==> config.mk <==
export PLATFORM = sky130hd
export DESIGN_NAME = fp16_sum_res_pipe
export DESIGN_NICKNAME = d
export VERILOG_FILES = /design/src/rtl/fp16_sum_res_pipe.sv
export SDC_FILE = /design/constraint.sdc
export NUM_CORES = 1
export LEC_CHECK = 0
export BUFFER_PORTS_ARGS = -buffer_cell sky130_fd_sc_hd__buf_2
export CAP_MARGIN = 10
export CORE_MARGIN = 10
export CORE_UTILIZATION = 60
export CTS_BUF_LIST = sky130_fd_sc_hd__clkbuf_4 sky130_fd_sc_hd__clkbuf_8
export DETAILED_ROUTE_END_ITERATION = 10
export HOLD_SLACK_MARGIN = 0.12
export PLACE_DENSITY = 0.76
export RECOVER_POWER = 100
export SYNTH_ARGS = -nofsm -noshare
export SYNTH_HDL_FRONTEND = slang
export SYNTH_SLANG_ARGS = --single-unit
==> constraint.sdc <==
create_clock -name clk -period 6 [get_ports clk]
set_clock_uncertainty 0.05 [all_clocks]
set_input_delay 0.6 -clock clk [delete_from_list [all_inputs] [get_ports clk]]
set_output_delay 0.6 -clock clk [all_outputs]
set_load 0.05 [all_outputs]
==> src/rtl/fp16_sum_res_pipe.sv <==
// bfloat16 add/sub pipeline: input capture, unpack, align, add, normalize/round; one op per clock.
// Latency: operands captured on edge N give y/ready after edge N+4. No backpressure; the pipeline always advances.
// Rounding: FP16SUM_RNE_EN selects round-to-nearest-even; when it is undefined the result is truncated.
module fp16_sum_res_pipe (
    input  logic        clk,
    input  logic        rst,
    input  logic [15:0] x1,
    input  logic [15:0] x2,
    input  logic        add_sub,
    input  logic        en,
    output logic [15:0] y,
    output logic        ready
);

    localparam logic [15:0] QNAN    = 16'h7FC0;
    localparam logic [14:0] INF_MAG = 15'h7F80;

    // ---------------- stage 0: operand capture ----------------
    logic [15:0] in_a, in_b;
    logic        in_sub, v0;

    always_ff @(posedge clk) begin
        if (rst) v0 <= 1'b0;
        else     v0 <= en;
        if (en) begin
            in_a   <= x1;
            in_b   <= x2;
            in_sub <= add_sub;
        end
    end

    // ---------------- stage 1: unpack, classify, swap ----------------
    logic       sb_eff, a_zero, b_zero, a_nan, b_nan, a_inf, b_inf, swap;
    logic       spec_c;
    logic [15:0] spec_val_c;

    assign sb_eff = in_b[15] ^ in_sub;
    assign a_zero = (in_a[14:7] == 8'h00);
    assign b_zero = (in_b[14:7] == 8'h00);
    assign a_nan  = (in_a[14:7] == 8'hFF) &&  (|in_a[6:0]);
    assign b_nan  = (in_b[14:7] == 8'hFF) &&  (|in_b[6:0]);
    assign a_inf  = (in_a[14:7] == 8'hFF) && !(|in_a[6:0]);
    assign b_inf  = (in_b[14:7] == 8'hFF) && !(|in_b[6:0]);
    assign swap   = (in_b[14:0] > in_a[14:0]);

    always_comb begin
        spec_c     = 1'b1;
        spec_val_c = 16'h0000;
        if (a_nan || b_nan)      spec_val_c = QNAN;
        else if (a_inf && b_inf) spec_val_c = (in_a[15] == sb_eff) ? {in_a[15], INF_MAG} : QNAN;
        else if (a_inf)          spec_val_c = {in_a[15], INF_MAG};
        else if (b_inf)          spec_val_c = {sb_eff, INF_MAG};
        else if (a_zero && b_zero) spec_val_c = {in_a[15] & sb_eff, 15'h0000};
        else if (a_zero)         spec_val_c = {sb_eff, in_b[14:0]};
        else if (b_zero)         spec_val_c = in_a;
        else                     spec_c = 1'b0;
    end

    logic        v1, s1_sign, s1_sub, s1_spec;
    logic [7:0]  s1_exp, s1_diff, s1_ma, s1_mb;
    logic [15:0] s1_spec_val;

    always_ff @(posedge clk) begin
        if (rst) v1 <= 1'b0;
        else     v1 <= v0;
        s1_sign     <= swap ? sb_eff : in_a[15];
        s1_exp      <= swap ? in_b[14:7] : in_a[14:7];
        s1_diff     <= swap ? (in_b[14:7] - in_a[14:7]) : (in_a[14:7] - in_b[14:7]);
        s1_ma       <= {1'b1, swap ? in_b[6:0] : in_a[6:0]};
        s1_mb       <= {1'b1, swap ? in_a[6:0] : in_b[6:0]};
        s1_sub      <= in_a[15] ^ sb_eff;
        s1_spec     <= spec_c;
        s1_spec_val <= spec_val_c;
    end

    // ---------------- stage 2: align smaller significand ----------------
    logic [19:0] shifted;
    logic [9:0]  mb_al_c;
    logic        st_c;

    assign shifted = {s1_mb, 12'h000} >> s1_diff;

    // Beyond a 9-bit shift the whole significand has left the G/R window.
    always_comb begin
        if (s1_diff >= 8'd10) begin
            mb_al_c = 10'h000;
            st_c    = 1'b1;
        end else begin
            mb_al_c = shifted[19:10];
            st_c    = |shifted[9:0];
        end
    end

    logic        v2, s2_sign, s2_sub, s2_spec, s2_st;
    logic [7:0]  s2_exp, s2_ma;
    logic [9:0]  s2_mb;
    logic [15:0] s2_spec_val;

    always_ff @(posedge clk) begin
        if (rst) v2 <= 1'b0;
        else     v2 <= v1;
        s2_sign     <= s1_sign;
        s2_sub      <= s1_sub;
        s2_exp      <= s1_exp;
        s2_ma       <= s1_ma;
        s2_mb       <= mb_al_c;
        s2_st       <= st_c;
        s2_spec     <= s1_spec;
        s2_spec_val <= s1_spec_val;
    end

    // ---------------- stage 3: add / subtract ----------------
    logic [11:0] op_a, op_b;

    assign op_a = {1'b0, s2_ma, 3'b000};
    assign op_b = {1'b0, s2_mb, s2_st};

    logic        v3, s3_sign, s3_spec;
    logic [7:0]  s3_exp;
    logic [11:0] s3_sum;
    logic [15:0] s3_spec_val;

    always_ff @(posedge clk) begin
        if (rst) v3 <= 1'b0;
        else     v3 <= v2;
        s3_sum      <= s2_sub ? (op_a - op_b) : (op_a + op_b);
        s3_sign     <= s2_sign;
        s3_exp      <= s2_exp;
        s3_spec     <= s2_spec;
        s3_spec_val <= s2_spec_val;
    end

    // ---------------- stage 4: normalize, round, pack ----------------
    function automatic logic [3:0] lzc11(input logic [10:0] v);
        lzc11 = 4'd11;
        for (int i = 0; i <= 10; i++) begin
            if (v[i]) lzc11 = 4'(10 - i);
        end
    endfunction

    logic [3:0]  lz;
    logic [10:0] sh;
    logic [7:0]  sig;
    logic        g, r, s;
    logic [9:0]  e_norm, e_fin;
    logic [6:0]  frac;
    logic [15:0] res;

`ifdef FP16SUM_RNE_EN
    logic        rnd;
    logic [8:0]  sig9;
`else
    logic        grs_unused;
    assign grs_unused = ^{g, r, s, sig[7]};
`endif

    always_comb begin
        lz = lzc11(s3_sum[10:0]);
        sh = s3_sum[10:0] << lz;
        if (s3_sum[11]) begin
            sig    = s3_sum[11:4];
            g      = s3_sum[3];
            r      = s3_sum[2];
            s      = |s3_sum[1:0];
            e_norm = {2'b00, s3_exp} + 10'd1;
        end else begin
            sig    = sh[10:3];
            g      = sh[2];
            r      = sh[1];
            s      = sh[0];
            e_norm = {2'b00, s3_exp} - {6'b000000, lz};
        end
        e_fin = e_norm;
`ifdef FP16SUM_RNE_EN
        rnd  = g & (r | s | sig[0]);
        sig9 = {1'b0, sig} + {8'h00, rnd};
        if (sig9[8]) begin
            frac  = 7'h00;
            e_fin = e_norm + 10'd1;
        end else begin
            frac  = sig9[6:0];
        end
`else
        frac = sig[6:0];
`endif
        if (s3_spec)                           res = s3_spec_val;
        else if (s3_sum == 12'h000)            res = 16'h0000;
        else if (e_fin[9] || e_fin == 10'd0)   res = {s3_sign, 15'h0000};
        else if (e_fin >= 10'd255)             res = {s3_sign, INF_MAG};
        else                                   res = {s3_sign, e_fin[7:0], frac};
    end

    always_ff @(posedge clk) begin
        if (rst) begin
            ready <= 1'b0;
            y     <= 16'h0000;
        end else begin
            ready <= v3;
            if (v3) y <= res;
        end
    end

endmodule

==> flow_summary.toml <==
[timing]
rsz0062_at_grt = "no"
timing.final.crit_share = 0.817
setup_ws_ns = 1.10
setup_viol = 0
max_freq_ghz = 0.204
slew_headroom = -0.188
worst_pin_slew_ns = 1.78
fin_setup_tns_ns = 0
slew_violations = 35
final_hold_viol_count = 0
min_period_ns = 4.90

[setup_path]
crit_arrival_ns = 5.20
crit_path_start_kind = "flip-flop"
end_kind = "flip-flop"
slowest_stage = "a41oi_1"
slowest_delay_ns = 0.75
required_ns = 6.30
cp_cell_sequence = "nand2b_1, o21ai_0, a21oi_1, inv_1, ha_1, fa_1, nand3b_1, and4_1, a211oi_1, a311oi_1, a41oi_1, nand3_1, o41ai_1"
critical_path_peak_fanout = 15
crit_type = "flip-flop to flip-flop"
rrSetupSlack_ns = 1.10

[routing]
drc = 0
first_iter_violations = 733
vias_per_cell = 5.98
routed_wl_um = 18700
dr.pass1.iters = 6
vias = 6533
wl_per_cell_um = 17.1
ant_nets = 0

[floorplanning]
die_y_um = 139
start_util = 0.610
core_area_um2 = 13800
die_x_um = 139
io_pins = 53
num_rows = 43
die-area_um2 = 19200

[pwr]
intPower_uw = 2160
switching_power_uw = 1200
ir_drop_mv = 0.244
power_density_nw_per_um2 = 369
p_sw_frac = 0.357
leakage_uw = 0.00366
p_clk_frac = 0.236
seqPwrFrac = 0.490
pwr-share-comb = 0.274

[run]
timing.max_cap.violations = 1

[hold_path]
hold_path.class = "input pin to flip-flop"

[synth]
syn_inst = 868
synthFlopType = "dfxtp_1"
yosys_warnings = 0
synthesis.nets = 952
ys_seq_area_frac = 0.480
syn_area_um2 = 8440
synthDistinctLibCells = 79
syn_area_per_cell_um2 = 9.72
synthArstFlopShare = 0
yosys_register_bits = 186
synth_edf_count = 33

[outcome]
violations = "capacitance limit, slew limit"
outcome = "complete, but fails checks"

[cells_and_area]
syn_to_final_growth_pct = 7.70
fin_cells = 1092
drive_gt1_frac = 0.0910
antenna_cells = 0
final_nets = 983
nFillCells = 1128

[global_route]
track_usage = 0.190
grt_first_pass_wirelength_um = 30700
grt_max_degree = 49
antenna_found_initial = 0
first_global_vias = 6334
grt-ovfl-total = 0

[placement]
dp_slack_ns = 1.75
placed_cells = 1060
place.gp.congestion = 0.943
dp_hpwl_um = 14100
io_buffers = 52

[cts]
h-tree-depth = 4
cts.sinks = 186
cts_root_buffer = "clkbuf_8"
clk_pin_slew_ns = 0.10
clk_path_buf_depth = 2
clk_latency_ns = 0.45
cts_tree = "done"
post-cts-setup-buffers = 0
cts_buffers = 17
cts_resized = 0
hold_buffers = 0
-- cells in the final DEF (no fill, tap or decap), drive strengths merged, types with 9 or more instances in the layout --
cell type and n:
a221o 9, ha 44, o21ai 47, inv 66, edfxtp 33, clkbuf 37
nand2b 9, a22oi 15, nand2 67, nand4 10, nor2b 14, mux2 11
xnor2 14, nor3 25, a211oi 20, mux2i 16, a311oi 10, a21oi 32
a31oi 14, dfxtp 153, nand3 14, nor2 69, buf 36
-- routing by layer --
| metal | vias up | GRT usage | wire length (µm) |
|---|---|---|---|
| met3 | 52 | 0.0445 | 984 |
| met4 | 0 | 0.0844 | 600 |
| met5 | - | 0 | 0 |
| met1 | 3035 | 0.234 | 8250 |
| met2 | 244 | 0.310 | 8860 |
| li1 | 3202 | - | - |
-- final timing paths --
path,start,to,cells after the start
worst max-delay path,s3_sum[10],y[5],13
worst min-delay path,x2[1],in_b[1],1
worst min register to register,s2_exp[3],s3_exp[3],0
worst max register to register,s3_sum[10],y[5],13
-- cell families after synthesis --
kind of cell | count (synthesis) | synth area share
AND/OR/NAND/NOR | 262 | 0.155
AO/OA/AOI/OAI | 222 | 0.184
flip-flops | 186 | 0.480
buffers and inverters | 103 | 0.0497
adder cells (fa/ha/maj) | 48 | 0.0747
multiplexers | 28 | 0.0363
XOR/XNOR | 19 | 0.0197
-- stage by stage --
step | hold slack (ns) | util | area, µm² | total power [µW]
after floorplan | 0.260 | - | 8440 | 2340
after global placement | 0.262 | 0.633 | 8750 | 2570
after detailed placement | 0.262 | 0.633 | 8750 | 2580
after CTS | 0.229 | 0.661 | 9140 | 3370
after global routing | 0.227 | 0.657 | 9090 | 3540
final | 0.258 | 0.657 | 9090 | 3360
-- cell type report --
type	instances	area, µm²	area share
flip-flops and latches	186	4050	0.446
multi-input cells	579	3940	0.434
repair buffers	55	259	0.0285
clock buffers	18	248	0.0273
inverters	60	225	0.0248
well taps	180	225	0.0248
clock inverters	14	136	0.0150
-- power groups by stage --
stage          sequential (µW)  combinational, µW  clock, µW
3_5_place_dp              1670                913          0
2_1_floorplan             1550                783          0
3_3_place_gp              1660                906          0
5_1_grt                   1670               1020        860
6_report                  1640                920        792
4_1_cts                   1640                918        812
-- Yosys cell counts, types with 16 or more instances --
| library cell | instances | share of area |
|---|---|---|
| nor3_1 | 24 | 0.014 |
| inv_1 | 58 | 0.026 |
| o21ai_0 | 45 | 0.027 |
| a21oi_1 | 32 | 0.019 |
| nor2_1 | 69 | 0.031 |
| edfxtp_1 | 33 | 0.12 |
| dfxtp_1 | 153 | 0.36 |
| a211oi_1 | 19 | 0.017 |
| ha_1 | 44 | 0.065 |
| clkbuf_1 | 30 | 0.013 |
| nand2_1 | 67 | 0.030 |
| mux2i_1 | 16 | 0.019 |
-- sequential cells by signal (all words and copies together), names as in the netlist, 8 cells and up --
register,count
in_a,16
in_b,16
s1_spec_val,16
s2_spec_val,16
s3_spec_val,16
y,16
s3_sum,12
s2_mb,10
s1_diff,8
s1_exp,8
s2_exp,8
s3_exp,8
-- worst max-delay path, delay by kind of cell (launching register included) --
| family | cells | cell delay, ns |
|---|---|---|
| buffers and inverters | 1 | 0.25 |
| AOI/OAI and AO/OA | 6 | 2.13 |
| and+or+nand+nor | 4 | 1.04 |
| DFF | 1 | 0.65 |
| adders and majority gates | 2 | 0.70 |
Power figures use the tool's default switching activity.
